### config.mk
export PLATFORM = sky130hd
export DESIGN_NAME = logic_unit_arbiter
export DESIGN_NICKNAME = d
export VERILOG_FILES = /design/src/rtl/logic_unit_arbiter.sv
export SDC_FILE = /design/constraint.sdc
export NUM_CORES = 1
export LEC_CHECK = 0
export CORE_ASPECT_RATIO = 1.2
export CORE_UTILIZATION = 44
export DETAILED_ROUTE_END_ITERATION = 8
export GPL_TIMING_DRIVEN = 0
export PLACE_DENSITY = 0.86
export SLEW_MARGIN = 25
export SYNTH_ARGS = -nofsm -noshare
export SYNTH_HDL_FRONTEND = slang
export SYNTH_SLANG_ARGS = --single-unit
### constraint.sdc
create_clock -name clk -period 5.45 [get_ports clk]
set_input_delay 0.545 -clock clk [delete_from_list [all_inputs] [get_ports clk]]
set_output_delay 0.545 -clock clk [all_outputs]
set_load 0.03 [all_outputs]
### src/rtl/logic_unit_arbiter.sv
// logic_unit_arbiter: round-robin front end for one shared bitwise logic unit.
// Requesters compete through valid/ready; the winning operation is evaluated
// and parked in a single registered response slot until the consumer takes it.
module logic_unit_arbiter #(
  parameter  int NUM_REQ = 4,
  parameter  int WIDTH   = 1,
  localparam int IDW     = $clog2(NUM_REQ)
) (
  input  logic                     clk,
  input  logic                     rst_n,
  input  logic [NUM_REQ-1:0]       req_valid,
  output logic [NUM_REQ-1:0]       req_ready,
  input  logic [3*NUM_REQ-1:0]     req_op,
  input  logic [WIDTH*NUM_REQ-1:0] req_a,
  input  logic [WIDTH*NUM_REQ-1:0] req_b,
  output logic                     rsp_valid,
  input  logic                     rsp_ready,
  output logic [IDW-1:0]           rsp_id,
  output logic [WIDTH-1:0]         rsp_result,
  output logic                     rsp_op_err
);

  typedef enum logic [2:0] {
    OP_AND  = 3'd0,
    OP_OR   = 3'd1,
    OP_NAND = 3'd2,
    OP_NOR  = 3'd3,
    OP_XOR  = 3'd4,
    OP_XNOR = 3'd5,
    OP_NOTA = 3'd6,
    OP_ILL  = 3'd7
  } opcode_e;

  typedef enum logic {
    EMPTY = 1'b0,
    FULL  = 1'b1
  } slot_state_e;

  slot_state_e      state_q, state_d;
  logic [IDW-1:0]   ptr_q, ptr_d;
  logic [IDW-1:0]   id_q, id_d;
  logic [WIDTH-1:0] result_q, result_d;
  logic             err_q, err_d;

  logic             found;
  logic [IDW-1:0]   winIdx;
  logic [IDW-1:0]   cand;
  logic             canAccept;
  logic             accept;
  logic [2:0]       winOp;
  logic [WIDTH-1:0] winA, winB;
  logic [WIDTH-1:0] aluResult;
  logic             aluErr;

  // Index arithmetic modulo NUM_REQ, which need not be a power of two.
  function automatic logic [IDW-1:0] wrapAdd(input logic [IDW-1:0] base, input int offset);
    int sum;
    sum = int'(base) + offset;
    if (sum >= NUM_REQ) sum = sum - NUM_REQ;
    return sum[IDW-1:0];
  endfunction

  // The slot can take a new result when empty or when it is being drained now.
  assign canAccept = (state_q == EMPTY) | rsp_ready;

  // Round-robin search: first valid requester at or after the pointer wins.
  always_comb begin
    found  = 1'b0;
    winIdx = '0;
    cand   = '0;
    for (int k = 0; k < NUM_REQ; k++) begin
      cand = wrapAdd(ptr_q, k);
      if (!found && req_valid[cand]) begin
        found  = 1'b1;
        winIdx = cand;
      end
    end
  end

  // Grant only the winner, only when the slot has room and reset is released.
  always_comb begin
    req_ready = '0;
    if (rst_n && found && canAccept) req_ready[winIdx] = 1'b1;
  end

  assign accept = |(req_valid & req_ready);

  // Only the winner's slices are selected, so other requesters' operands never leak.
  assign winOp = req_op[3*winIdx +: 3];
  assign winA  = req_a[WIDTH*winIdx +: WIDTH];
  assign winB  = req_b[WIDTH*winIdx +: WIDTH];

  // The shared bitwise logic unit; opcode 7 yields zero and flags an error.
  always_comb begin
    aluResult = '0;
    aluErr    = 1'b0;
    case (opcode_e'(winOp))
      OP_AND:  aluResult = winA & winB;
      OP_OR:   aluResult = winA | winB;
      OP_NAND: aluResult = ~(winA & winB);
      OP_NOR:  aluResult = ~(winA | winB);
      OP_XOR:  aluResult = winA ^ winB;
      OP_XNOR: aluResult = ~(winA ^ winB);
      OP_NOTA: aluResult = ~winA;
      OP_ILL:  aluErr    = 1'b1;
      default: aluErr    = 1'b1;
    endcase
  end

  // Slot next state: load on accept (push wins over pop), empty on a bare pop.
  always_comb begin
    state_d  = state_q;
    ptr_d    = ptr_q;
    id_d     = id_q;
    result_d = result_q;
    err_d    = err_q;
    if (accept) begin
      state_d  = FULL;
      id_d     = winIdx;
      result_d = aluResult;
      err_d    = aluErr;
      ptr_d    = wrapAdd(winIdx, 1);
    end else if ((state_q == FULL) && rsp_ready) begin
      state_d  = EMPTY;
    end
  end

  // Slot and pointer registers; reset drops any held response.
  always_ff @(posedge clk or negedge rst_n) begin
    if (!rst_n) begin
      state_q  <= EMPTY;
      ptr_q    <= '0;
      id_q     <= '0;
      result_q <= '0;
      err_q    <= 1'b0;
    end else begin
      state_q  <= state_d;
      ptr_q    <= ptr_d;
      id_q     <= id_d;
      result_q <= result_d;
      err_q    <= err_d;
    end
  end

  assign rsp_valid  = (state_q == FULL);
  assign rsp_id     = id_q;
  assign rsp_result = result_q;
  assign rsp_op_err = err_q;

endmodule
# --- Word-level counts from Yosys, hierarchy flattened ---
# Cells that the tools add are included.
totals:
  reg_bits: 7
  latch_bits: 0
  ramBits: 0
  mem_bits_ro: 0
  input_bits: 27
  output_inout_bits: 9
  wordCells: 87
  memories: 0
op_classes:
  addsub: 9
  multipliers: 1
  div_mod_pow: 0
  order_cmp: 11
  eq_ne: 7
  shift: 3
  muxes: 28
  bitwise_logic: 10
  reduce_logical: 13
ops:
  columns: ["cell", "count"]
  rows:
  - ["2-bit two-way mux", 9]
  - ["2-bit by 3-bit less-than comparator with 1-bit output, second input constant", 5]
  - ["3-bit equality test, second input constant", 4]
  - ["3-bit greater-or-equal comparator, second input constant", 4]
  - ["1-bit two-way mux", 12]
  - ["12-bit by 5-bit variable part select with 3-bit output", 1]
  - ["2-bit by 1-bit subtractor with 2-bit output, second input constant", 5]
  - ["1-bit binary-select mux with 2-bit select", 4]
  - ["4-bit by 3-bit variable part select with 1-bit output", 2]
  - ["1-bit logical AND", 7]
  - ["1-bit case mux with 7 select lines", 1]
  - ["2-bit by 1-bit adder with 3-bit output, second input constant", 2]
  - ["2-bit by 2-bit adder with 3-bit output, second input constant", 2]
  - ["3-bit by 2-bit equality test with 1-bit output, second input constant", 2]
  - ["1-bit inverter", 5]
  - ["4-bit AND", 1]
  - ["2-bit by 2-bit multiplier with 4-bit output, first input constant", 1]
  - ["4-bit two-way mux", 1]
  - ["4-bit OR reduction", 1]
  - ["3-bit by 1-bit equality test with 1-bit output, second input constant", 1]
  - ["2-bit by 3-bit greater-or-equal comparator with 1-bit output, second input constant", 1]
  - ["1-bit logical NOT", 3]
  - ["3-bit logical NOT", 1]
  - ["1-bit demux with 2-bit select", 1]
  - ["5 further kinds", 6]

# --- Longest topological paths before layout ---
# Gate-level depths: netlist (run 1).
logic_depth:
  depth_word: 22
  mapped_depth: 13
  mapped_depth_nobuf: 13

# --- Worst setup path before layout (run 1) ---
# No wires, ideal clock.
synth_timing:
  path_type: "in2reg"
  from: "input req_valid[1]"
  to: "register result_q (netlist: rsp_result)"
  setup_ns: 0.087
  arrival_time_ns: 2.390
  t_required_ns: 5.363
  setup_slack_ns: 2.974
  cell_stages: 12
  n_path_buf: 1
  cell_sequence: "a221oi_2 > o211ai_2 > buf_6 > mux2i_1 > mux2i_1 > inv_1 > ha_1 > nor2_1 > a22oi_1 > xnor2_1 > o22ai_1 > a211oi_2"
synth_between:
  elab_chain_len: 19
  word_cells_on_any_way: 51
  cone_classes: "mul (1); order compare (2); eq/ne (6); shift (3); mux (20); bitwise (8); reduce/logical (11)"
synth_lines:
  columns: ["item", "line", "text"]
  rows:
  - ["start: declaration", "11", "input logic [NUM_REQ-1:0] req_valid,"]
  - ["parallel branches: the longest is 19 deep, another holds 1-bit binary-select mux with 2-bit select", null, null]
  - ["end signal: assignment", "140", "result_q <= result_d;"]
  - ["end: declaration", "42", "logic [WIDTH-1:0] result_q, result_d;"]
# Parallel ways; which one is timed is not known. The select of a mux whose other input is x is not followed.
# A chain may end at the register's enable or synchronous reset.

# --- Worst setup path in the final report (run 1) ---
layout_timing:
  from: "input req_valid[3]"
  to: "output req_ready[0]"
layout_between:
  elab_chain_len: 17
  word_cells_on_any_way: 30
  cone_classes: "order compare (2); mux (19); reduce/logical (9)"
layout_lines:
  columns: ["item", "line", "text"]
  rows:
  - ["1-bit binary-select mux with 2-bit select", "73", "if (!found && req_valid[cand]) begin"]
  - ["1-bit two-way mux (implied by the code)", "73", null]
  - ["1-bit two-way mux", "73", null]
  - ["1-bit logical NOT", "73", null]
  - ["1-bit logical AND", "73", null]
  - ["1-bit two-way mux", "73", null]
  - ["1-bit logical NOT", "73", null]
  - ["1-bit logical AND", "73", null]
  - ["(+2 left out)", null, null]
  - ["1-bit logical AND", "73", null]
  - ["2-bit two-way mux (*)", "73", null]
  - ["net winIdx[0]", "46", "logic [IDW-1:0] winIdx;"]
  - ["2-bit by 3-bit less-than comparator with 1-bit output (implied by the code) or 2-bit by 1-bit greater-or-equal comparator with 1-bit output (tied branches)", "83", "if (rst_n && found && canAccept) req_ready[winIdx] = 1'b1;"]
  - ["1-bit logical AND (implied by the code)", "83", null]
  - ["1-bit two-way mux (implied by the code)", "83", null]
  - ["1-bit demux with 2-bit select (*)", "83", null]
  - ["4-bit two-way mux (*)", "83", null]
  - ["end: declaration", "12", "output logic [NUM_REQ-1:0] req_ready,"]
# The timed path passes the listed nets; every way through them passes the cells marked *. The select of a mux whose other input is x is not followed.

==> flow_summary.json, run 1 <==
{
  "final_max_slew_viol_count": 0,
  "relSlewSlack": 0.706,
  "crit_path_start_kind": "input port",
  "power_density_nw_per_um2": 446,
  "seq_area_frac_synth": 0.221,
  "grt_max_degree": 12,
  "gp_congestion": 0.799,
  "reg2reg_depth": 11,
  "worst_pin_slew_ns": 0.433,
  "nFillCells": 140,
  "ys_seq_elements": 7,
  "drt_iter0_drc": 10,
  "synth_edf_count": 0,
  "rows": 16,
  "diodes": 0,
  "dieArea_um2": 1970,
  "grt_pass1_wl_um": 3010,
  "die-width_um": 40.7,
  "grt_pass1_vias": 769,
  "dr.pass1.iters": 4,
  "routed_via_density": 5.37,
  "synth_cells": 87,
  "cts_htree_levels": 1,
  "critical_path.most_common_cell": "clkdlybuf4s50_1",
  "core_um2": 1660,
  "syn_nets": 120,
  "max-cap-violations": 0,
  "crit_chain": "clkdlybuf4s50_1 > nor2b_2 > o21a_1 > nor3_4 > inv_4 > ha_1 > and2_1 > clkdlybuf4s50_1",
  "clock_path_buffers": 2,
  "worstSkewPairLatency_ns": 0.25,
  "setup_tns_ns": 0,
  "synth.most_common_cell": "mux2i_1",
  "critPathMaxStageDelay_ns": 0.58,
  "synth.distinct_cells": 32,
  "totalPowerFinal_w": 0.000532,
  "final_nets": 160,
  "io_buffers": 35,
  "layout.cells.non_filler": 144,
  "slowest_stage": "clkdlybuf4s50_1",
  "cp.required_ns": 4.91,
  "place_hpwl_um": 1570,
  "hold_path.class": "flop to flop",
  "area_growth_pct": 50.6,
  "irDropWorstVdd_v": 0.000270,
  "cp.arrival_ns": 2.88,
  "p_leak_nw": 0.538,
  "vias": 773,
  "ys.flop_type": "dfrtp_1",
  "path_max_fanout": 8,
  "initial_core_util": 0.477,
  "die_h_um": 48.5,
  "grt_setup_unrepaired": "false",
  "async_flop_share": 1.00,
  "drive_gt1_frac": 0.159,
  "clkTransAtPathRegs_ns": 0.05,
  "yosysWarnings": 0,
  "setup_viol": 0,
  "crit_type": "input port to primary output",
  "yosysTopAreaCell": "dfrtp_1",
  "hold_viol": 0,
  "gr-total-overflow": 0,
  "wl_per_cell_um": 12.5,
  "end_kind": "primary output",
  "cts_tree": "yes",
  "drcViolationCount": 0,
  "holdPathStages": 2,
  "syn-mean-instance-area_um2": 9.10,
  "cts.sinks": 7,
  "final.setup_skew_ns": 0.00593,
  "final_core_util": 0.718,
  "cts_repair_resize_count": 0,
  "ys_top_cells_by_area": "dfrtp_1 (22%), mux2i_1 (16%), ha_1 (9.5%), nand2_1 (5.7%), nor2_1 (3.8%)",
  "ctsRootBufferMaster": "clkbuf_4",
  "antenna_found_initial": 0,
  "ios": 36,
  "status": "finished, final reports clean",
  "synth_common_cells": "mux2i_1 (13), nand2_1 (12), nor2_1 (8), dfrtp_1 (7), ha_1 (6)",
  "grt_util_all_layers": 0.220,
  "timing.fmax_mhz": 292,
  "period_needed_ns": 3.43,
  "syn_area_um2": 792,
  "synth_top_area_frac": 0.221,
  "drtAntennaViolNets": 0,
  "dp.cells": 140,
  "post-cts-setup-buffers": 0,
  "cts_buffers": 3,
  "period_share": 0.629,
  "hold_buffers": 0,
  "routed_wl_um": 1800
}
[cell usage in the layout (no fill, tap or decap), types with 3 or more instances in the layout]
cell type,synthesis,final
dfrtp_1,7,7
a21oi_1,3,3
clkdlybuf4s50_1,0,35
mux2i_1,13,13
nor2_1,8,8
nand2_1,12,12
inv_1,4,4
a22oi_1,3,3
ha_1,6,6
clkbuf_4,0,3
and2_1,4,4
[final timing paths]
check,from,endpoint,slack [ns]
setup / recovery,req_valid[3],req_ready[0],2.02
hold / removal,rsp_id[0],rsp_id[0],0.49
hold reg to reg,rsp_id[0],rsp_id[0],0.49
setup reg to reg,ptr_q[1],rsp_result,2.75
max in group asynchronous,rst_n,rsp_id[0],4.64
min in group asynchronous,rst_n,rsp_valid,0.56
[cells by family after synthesis]
logic type | share of synthesized area
simple gates | 0.204
compound gates | 0.191
mux | 0.218
buf+inv | 0.0600
flops | 0.221
fa+ha+maj | 0.0948
xor+xnor | 0.0111
[per-layer routing]
| metal | routed length, µm | GRT usage |
|---|---|---|
| met5 | 0 | 0 |
| met2 | 1050 | 0.415 |
| met1 | 665 | 0.217 |
| met3 | 83 | 0.0550 |
| met4 | 0 | 0.0500 |
[layout make-up]
cell class                      count  area [µm²]  area share
Tap cell                           18        22.5      0.0189
Inverter                            6        25.0      0.0210
Clock inverter                      1        5.00     0.00420
Sequential cell                     7         175       0.147
Clock buffer                        3        22.5      0.0189
Timing Repair Buffer               35         350       0.294
Multi-Input combinational cell     72         569       0.477
Buffer                              2        22.5      0.0189
[per-stage QoR]
stage | cell area [µm²] | setup slack, ns | hold slack (ns)
after floorplan | 792 | 2.97 | 0.249
after global placement | 1160 | 2.04 | 0.472
after detailed placement | 1160 | 2.02 | 0.488
after CTS | 1190 | 2.00 | 0.499
after global routing | 1190 | 1.88 | 0.523
final | 1190 | 2.02 | 0.490
[worst max-delay path, delay by kind of cell]
family | cells | cell delay (ns)
AND/OR/NAND/NOR | 3 | 0.60
buffers and inverters | 3 | 1.29
AO/OA/AOI/OAI | 1 | 0.22
adder cells (fa/ha/maj) | 1 | 0.22
[flip-flops by register name, summed over array words and instances (netlist names)]
signal      flops
ptr_q           2
rsp_id          2
rsp_op_err      1
rsp_result      1
rsp_valid       1
[where the power goes]
group	internal, W	switching (W)	leakage [nW]
registers	0.0000769	0.0000183	0.0861
clock network	0.0000269	0.0000207	0.0177
logic	0.000176	0.000213	0.434
(Power assumes the default switching activity.)
==> run 2, diff against run 1 <==
- CORE_UTILIZATION: 44 -> 41
- PLACE_DENSITY: 0.86 -> 0.81
- clock period: 5.45 -> 3.25 ns (I/O delays scaled with it)
==> run 2 against run 1 <==
Compared with the run above: highest routed layer is now met4; cell count up 0.69%; utilization down 6.6 points; wire length down 6.5%; via count down 0.13%; global-route usage down 3.4 points; die area up 7.0%; clock skew down 0.0011 ns; clock-buffer cell count up 1; worst setup slack worse by 1.8 ns; first-iteration DRC count up 60%; critical path type unchanged; critical path depth unchanged.
==> flow_summary.json, run 2 (synthesis gave the netlist of run 1 again) <==
{
  "diodes": 0,
  "routed_via_density": 5.32,
  "area_growth_pct": 50.6,
  "drive_gt1_frac": 0.151,
  "antenna_found_initial": 0,
  "cts_buffers": 3,
  "use_met2": 0.323,
  "cts_tree": "yes",
  "dp.cells": 141,
  "wl_per_cell_um": 11.6,
  "clock_path_buffers": 2,
  "hold_path.class": "input port to asynchronous set/reset pin",
  "gr-total-overflow": 0,
  "final_nets": 160,
  "post-cts-setup-buffers": 0,
  "status": "finished, final reports clean",
  "grt.busiest_layer": "met2",
  "grt_pass1_wl_um": 3030,
  "final_max_slew_viol_count": 0,
  "place_hpwl_um": 1400,
  "max-cap-violations": 0,
  "io_buffers": 35,
  "hold_buffers": 0,
  "relSlewSlack": 0.704,
  "grtUsageMet3": 0.0252,
  "grt_setup_unrepaired": "false",
  "totalPowerFinal_w": 0.000884,
  "setup_ws_ns": 0.250,
  "cts_htree_levels": 1,
  "clkTransAtPathRegs_ns": 0.05,
  "setup_tns_ns": 0,
  "hold_viol": 0,
  "final_common_cell": "clkdlybuf4s50_1",
  "irDropWorstVdd_v": 0.000346,
  "power_density_nw_per_um2": 741,
  "ctsRootBufferMaster": "clkbuf_4",
  "timing.fmax_mhz": 333,
  "final.setup_skew_ns": 0.00487,
  "setup_viol": 0,
  "die_h_um": 50.1,
  "end_kind": "primary output",
  "cp.arrival_ns": 2.68,
  "post-place-ws_ns": 0.154,
  "worstSkewPairLatency_ns": 0.25,
  "core_um2": 1830,
  "period_needed_ns": 3.00,
  "grt_util_all_layers": 0.186,
  "use_met1": 0.215,
  "final_cell_mix": "clkdlybuf4s50_1 (35), mux2i_1 (13), nand2_1 (12), nor2_1 (8), dfrtp_1 (7)",
  "drcViolationCount": 0,
  "dieArea_um2": 2110,
  "layout.cells.non_filler": 145,
  "vias": 772,
  "period_share": 0.923,
  "cts_repair_resize_count": 0,
  "gp_congestion": 0.815,
  "cts.sinks": 7,
  "crit_type": "input port to primary output",
  "path_max_fanout": 8,
  "die-width_um": 42.1,
  "cp.required_ns": 2.92,
  "drt_iter0_drc": 16,
  "grt_max_degree": 12,
  "initial_core_util": 0.433,
  "dr.pass1.iters": 4,
  "crit_path_start_kind": "input port",
  "grt_pass1_vias": 747,
  "ios": 36,
  "worst_pin_slew_ns": 0.443,
  "rows": 17,
  "hold_slack_ns": 0.342,
  "routed_wl_um": 1680,
  "drtAntennaViolNets": 0,
  "p_leak_nw": 0.536
}
## run 2: critical path, stage by stage
cell	delay, ns
clkdlybuf4s50_1	0.58
nor2b_2	0.07
o21a_1	0.21
nor3_4	0.40
inv_4	0.13
ha_1	0.22
and2_1	0.14
clkdlybuf4s50_1	0.58
## run 2: path summary, 6_finish.rpt
| check | startpoint | to | slack [ns] | cells past startpoint |
|---|---|---|---|---|
| worst max-delay path | req_valid[3] | req_ready[0] | 0.25 | 8 |
| worst min-delay path | rst_n | rsp_id[0] | 0.34 | 1 |
| worst max register to register | ptr_q[1] | rsp_result | 0.54 | 11 |
| worst min register to register | rsp_id[0] | rsp_id[0] | 0.49 | 2 |
| max in group asynchronous | rst_n | ptr_q[1] | 2.66 | 1 |
| min in group clk | rsp_id[0] | rsp_id[0] | 0.49 | 2 |
## run 2: area by class of cell
class,count,area [µm²]
Buffer,2,22.5
Clock buffer,4,26.3
Fill cell,166,637
Inverter,6,25.0
Multi-Input combinational cell,72,569
Sequential cell,7,175
Tap cell,19,23.8
Timing Repair Buffer,35,350
## run 2: power breakdown
part	total (W)	internal, W	switching [W]
Sequential	0.000161	0.000129	0.0000324
Clock	0.0000771	0.0000468	0.0000304
Combinational	0.000645	0.000295	0.000350
## run 2: routing by layer
layer	vias up	routed length [µm]
li1	386	-
met3	6	93
met4	0	46
met5	-	0
met2	38	868
met1	342	669
## run 2: metrics by stage
stage | cell area [µm²] | util
global route | 1190 | 0.652
global placement | 1170 | 0.637
detailed placement | 1170 | 0.637
finish | 1190 | 0.652
floorplan | 792 | -
CTS | 1190 | 0.652
==> run 3, diff against run 2 <==
- CAP_MARGIN: default -> 40
- CORE_MARGIN: default -> 2
==> run 3 against run 2 <==
Compared with the run above: fmax increased by 0.62%; worst setup slack improved by 0.019 ns; clock power increased by 2%; register-to-register slack about the same; total power increased by 0.32%; global-route usage decreased by 0.82 points; sequential power about the same; highest routed layer is now met3.
==> flow_summary.json, run 3 (synthesis gave the netlist of run 1 again) <==
{
  "reg2reg_depth": 11,
  "internal_power_w": 0.000471,
  "io_buffers": 35,
  "final_cell_mix": "clkdlybuf4s50_1 (35), mux2i_1 (13), nand2_1 (12), nor2_1 (8), dfrtp_1 (7)",
  "routed_via_density": 5.18,
  "dieArea_um2": 2300,
  "clock_path_buffers": 2,
  "grt_pass1_vias": 747,
  "cts_buffers": 3,
  "place_hpwl_um": 1470,
  "grt_max_degree": 12,
  "status": "finished, final reports clean",
  "drtAntennaViolNets": 0,
  "p_clk_frac": 0.089,
  "post-cts-setup-buffers": 0,
  "gp_congestion": 0.793,
  "crit_path_start_kind": "input port",
  "relSlewSlack": 0.717,
  "drcViolationCount": 0,
  "grt_setup_unrepaired": "false",
  "cp.arrival_ns": 2.66,
  "final.setup_skew_ns": 0.00425,
  "end_kind": "primary output",
  "die-width_um": 44.1,
  "hold_viol": 0,
  "critical_path.most_common_cell": "clkdlybuf4s50_1",
  "drt_iter0_drc": 4,
  "p_leak_nw": 0.536,
  "cts_tree": "yes",
  "drive_gt1_frac": 0.151,
  "vias": 751,
  "ios": 36,
  "core_um2": 1830,
  "gr-total-overflow": 0,
  "dr.pass1.iters": 4,
  "period_needed_ns": 2.98,
  "diodes": 0,
  "grt_util_all_layers": 0.178,
  "setup_tns_ns": 0,
  "irDropWorstVdd_v": 0.000315,
  "area_growth_pct": 50.6,
  "ctsRootBufferMaster": "clkbuf_4",
  "timing.fmax_mhz": 335,
  "reg2reg_from": "ptr_q[1]",
  "power_density_nw_per_um2": 743,
  "rows": 17,
  "antenna_found_initial": 0,
  "routed_wl_um": 1740,
  "cp.required_ns": 2.92,
  "setup_viol": 0,
  "final_common_cell": "clkdlybuf4s50_1",
  "cts.sinks": 7,
  "worstSkewPairLatency_ns": 0.25,
  "combinationalPowerShare": 0.729,
  "r2r_end": "rsp_result",
  "wl_per_cell_um": 12.0,
  "final_max_slew_viol_count": 0,
  "sw_frac_of_total": 0.469,
  "seqPwrFrac": 0.182,
  "post-place-ws_ns": 0.149,
  "max-cap-violations": 0,
  "nFillCells": 169,
  "r2r_slack_ns": 0.55,
  "grt_pass1_wl_um": 3130,
  "final_nets": 160,
  "totalPowerFinal_w": 0.000886,
  "period_share": 0.917,
  "p_sw_w": 0.000415,
  "hold_buffers": 0,
  "cts_repair_resize_count": 0,
  "clkTransAtPathRegs_ns": 0.05,
  "worst_pin_slew_ns": 0.412,
  "hold_path.class": "input port to asynchronous set/reset pin",
  "die_h_um": 52.1,
  "initial_core_util": 0.433,
  "critPathMaxStageDelay_ns": 0.59,
  "crit_chain": "clkdlybuf4s50_1 > nor2b_2 > o21a_1 > nor3_4 > inv_4 > ha_1 > and2_1 > clkdlybuf4s50_1",
  "setup_ws_ns": 0.268,
  "cts_htree_levels": 1,
  "path_max_fanout": 8,
  "crit_type": "input port to primary output",
  "slowest_stage": "clkdlybuf4s50_1"
}
[run 3: cell counts in the layout (fill, tap and decap cells not counted)]
No cell type changed its count.
[run 3: worst max path at each step]
| stage | from | end | slack, ns | cells after the start |
|---|---|---|---|---|
| after floorplan | ptr_q[1] | rsp_result | 0.84 | 11 |
| after global placement | req_valid[3] | rsp_result | 0.21 | 12 |
| after detailed placement | req_valid[3] | rsp_result | 0.15 | 14 |
| after CTS | req_valid[3] | req_ready[0] | 0.27 | 8 |
| after global routing | req_valid[3] | req_ready[0] | 0.14 | 8 |
| final | req_valid[3] | req_ready[0] | 0.27 | 8 |
[run 3: cell type report]
| type | count | area [µm²] | area share |
|---|---|---|---|
| Multi-Input combinational cell | 72 | 569 | 0.477 |
| Timing Repair Buffer | 35 | 350 | 0.294 |
| Sequential cell | 7 | 175 | 0.147 |
| Clock buffer | 4 | 26.3 | 0.0220 |
| Inverter | 6 | 25.0 | 0.0210 |
| Tap cell | 19 | 23.8 | 0.0199 |
| Buffer | 2 | 22.5 | 0.0189 |
[run 3: critical path, delay by kind of cell]
| kind | cells | cell delay, ns |
|---|---|---|
| adder cells (fa/ha/maj) | 1 | 0.22 |
| AND/OR/NAND/NOR | 3 | 0.60 |
| buffers and inverters | 3 | 1.30 |
| AO/OA/AOI/OAI | 1 | 0.21 |
[run 3: per-layer routing]
layer | global-route usage | routed length, µm
met2 | 0.336 | 997
met4 | 0.0303 | 0
met3 | 0.0382 | 104
met5 | 0 | 0
met1 | 0.201 | 633
[run 3: power by group through the flow]
stage | combinational (W) | sequential, W | clock, W
after floorplan | 0.000415 | 0.000213 | 0
after global placement | 0.000635 | 0.000160 | 0
after detailed placement | 0.000649 | 0.000164 | 0
after CTS | 0.000651 | 0.000162 | 0.0000809
after global routing | 0.000715 | 0.000166 | 0.0000873
final | 0.000646 | 0.000161 | 0.0000790
[run 3: metrics by stage]
stage / util / instances / cell area (µm²) / hold WS [ns]
5_1_grt: 0.652 / 145 / 1190 / 0.359
3_5_place_dp: 0.637 / 141 / 1170 / 0.488
4_1_cts: 0.652 / 145 / 1190 / 0.354
3_3_place_gp: 0.637 / 141 / 1170 / 0.472
6_report: 0.652 / 145 / 1190 / 0.342
2_1_floorplan: - / 87 / 792 / 0.0294
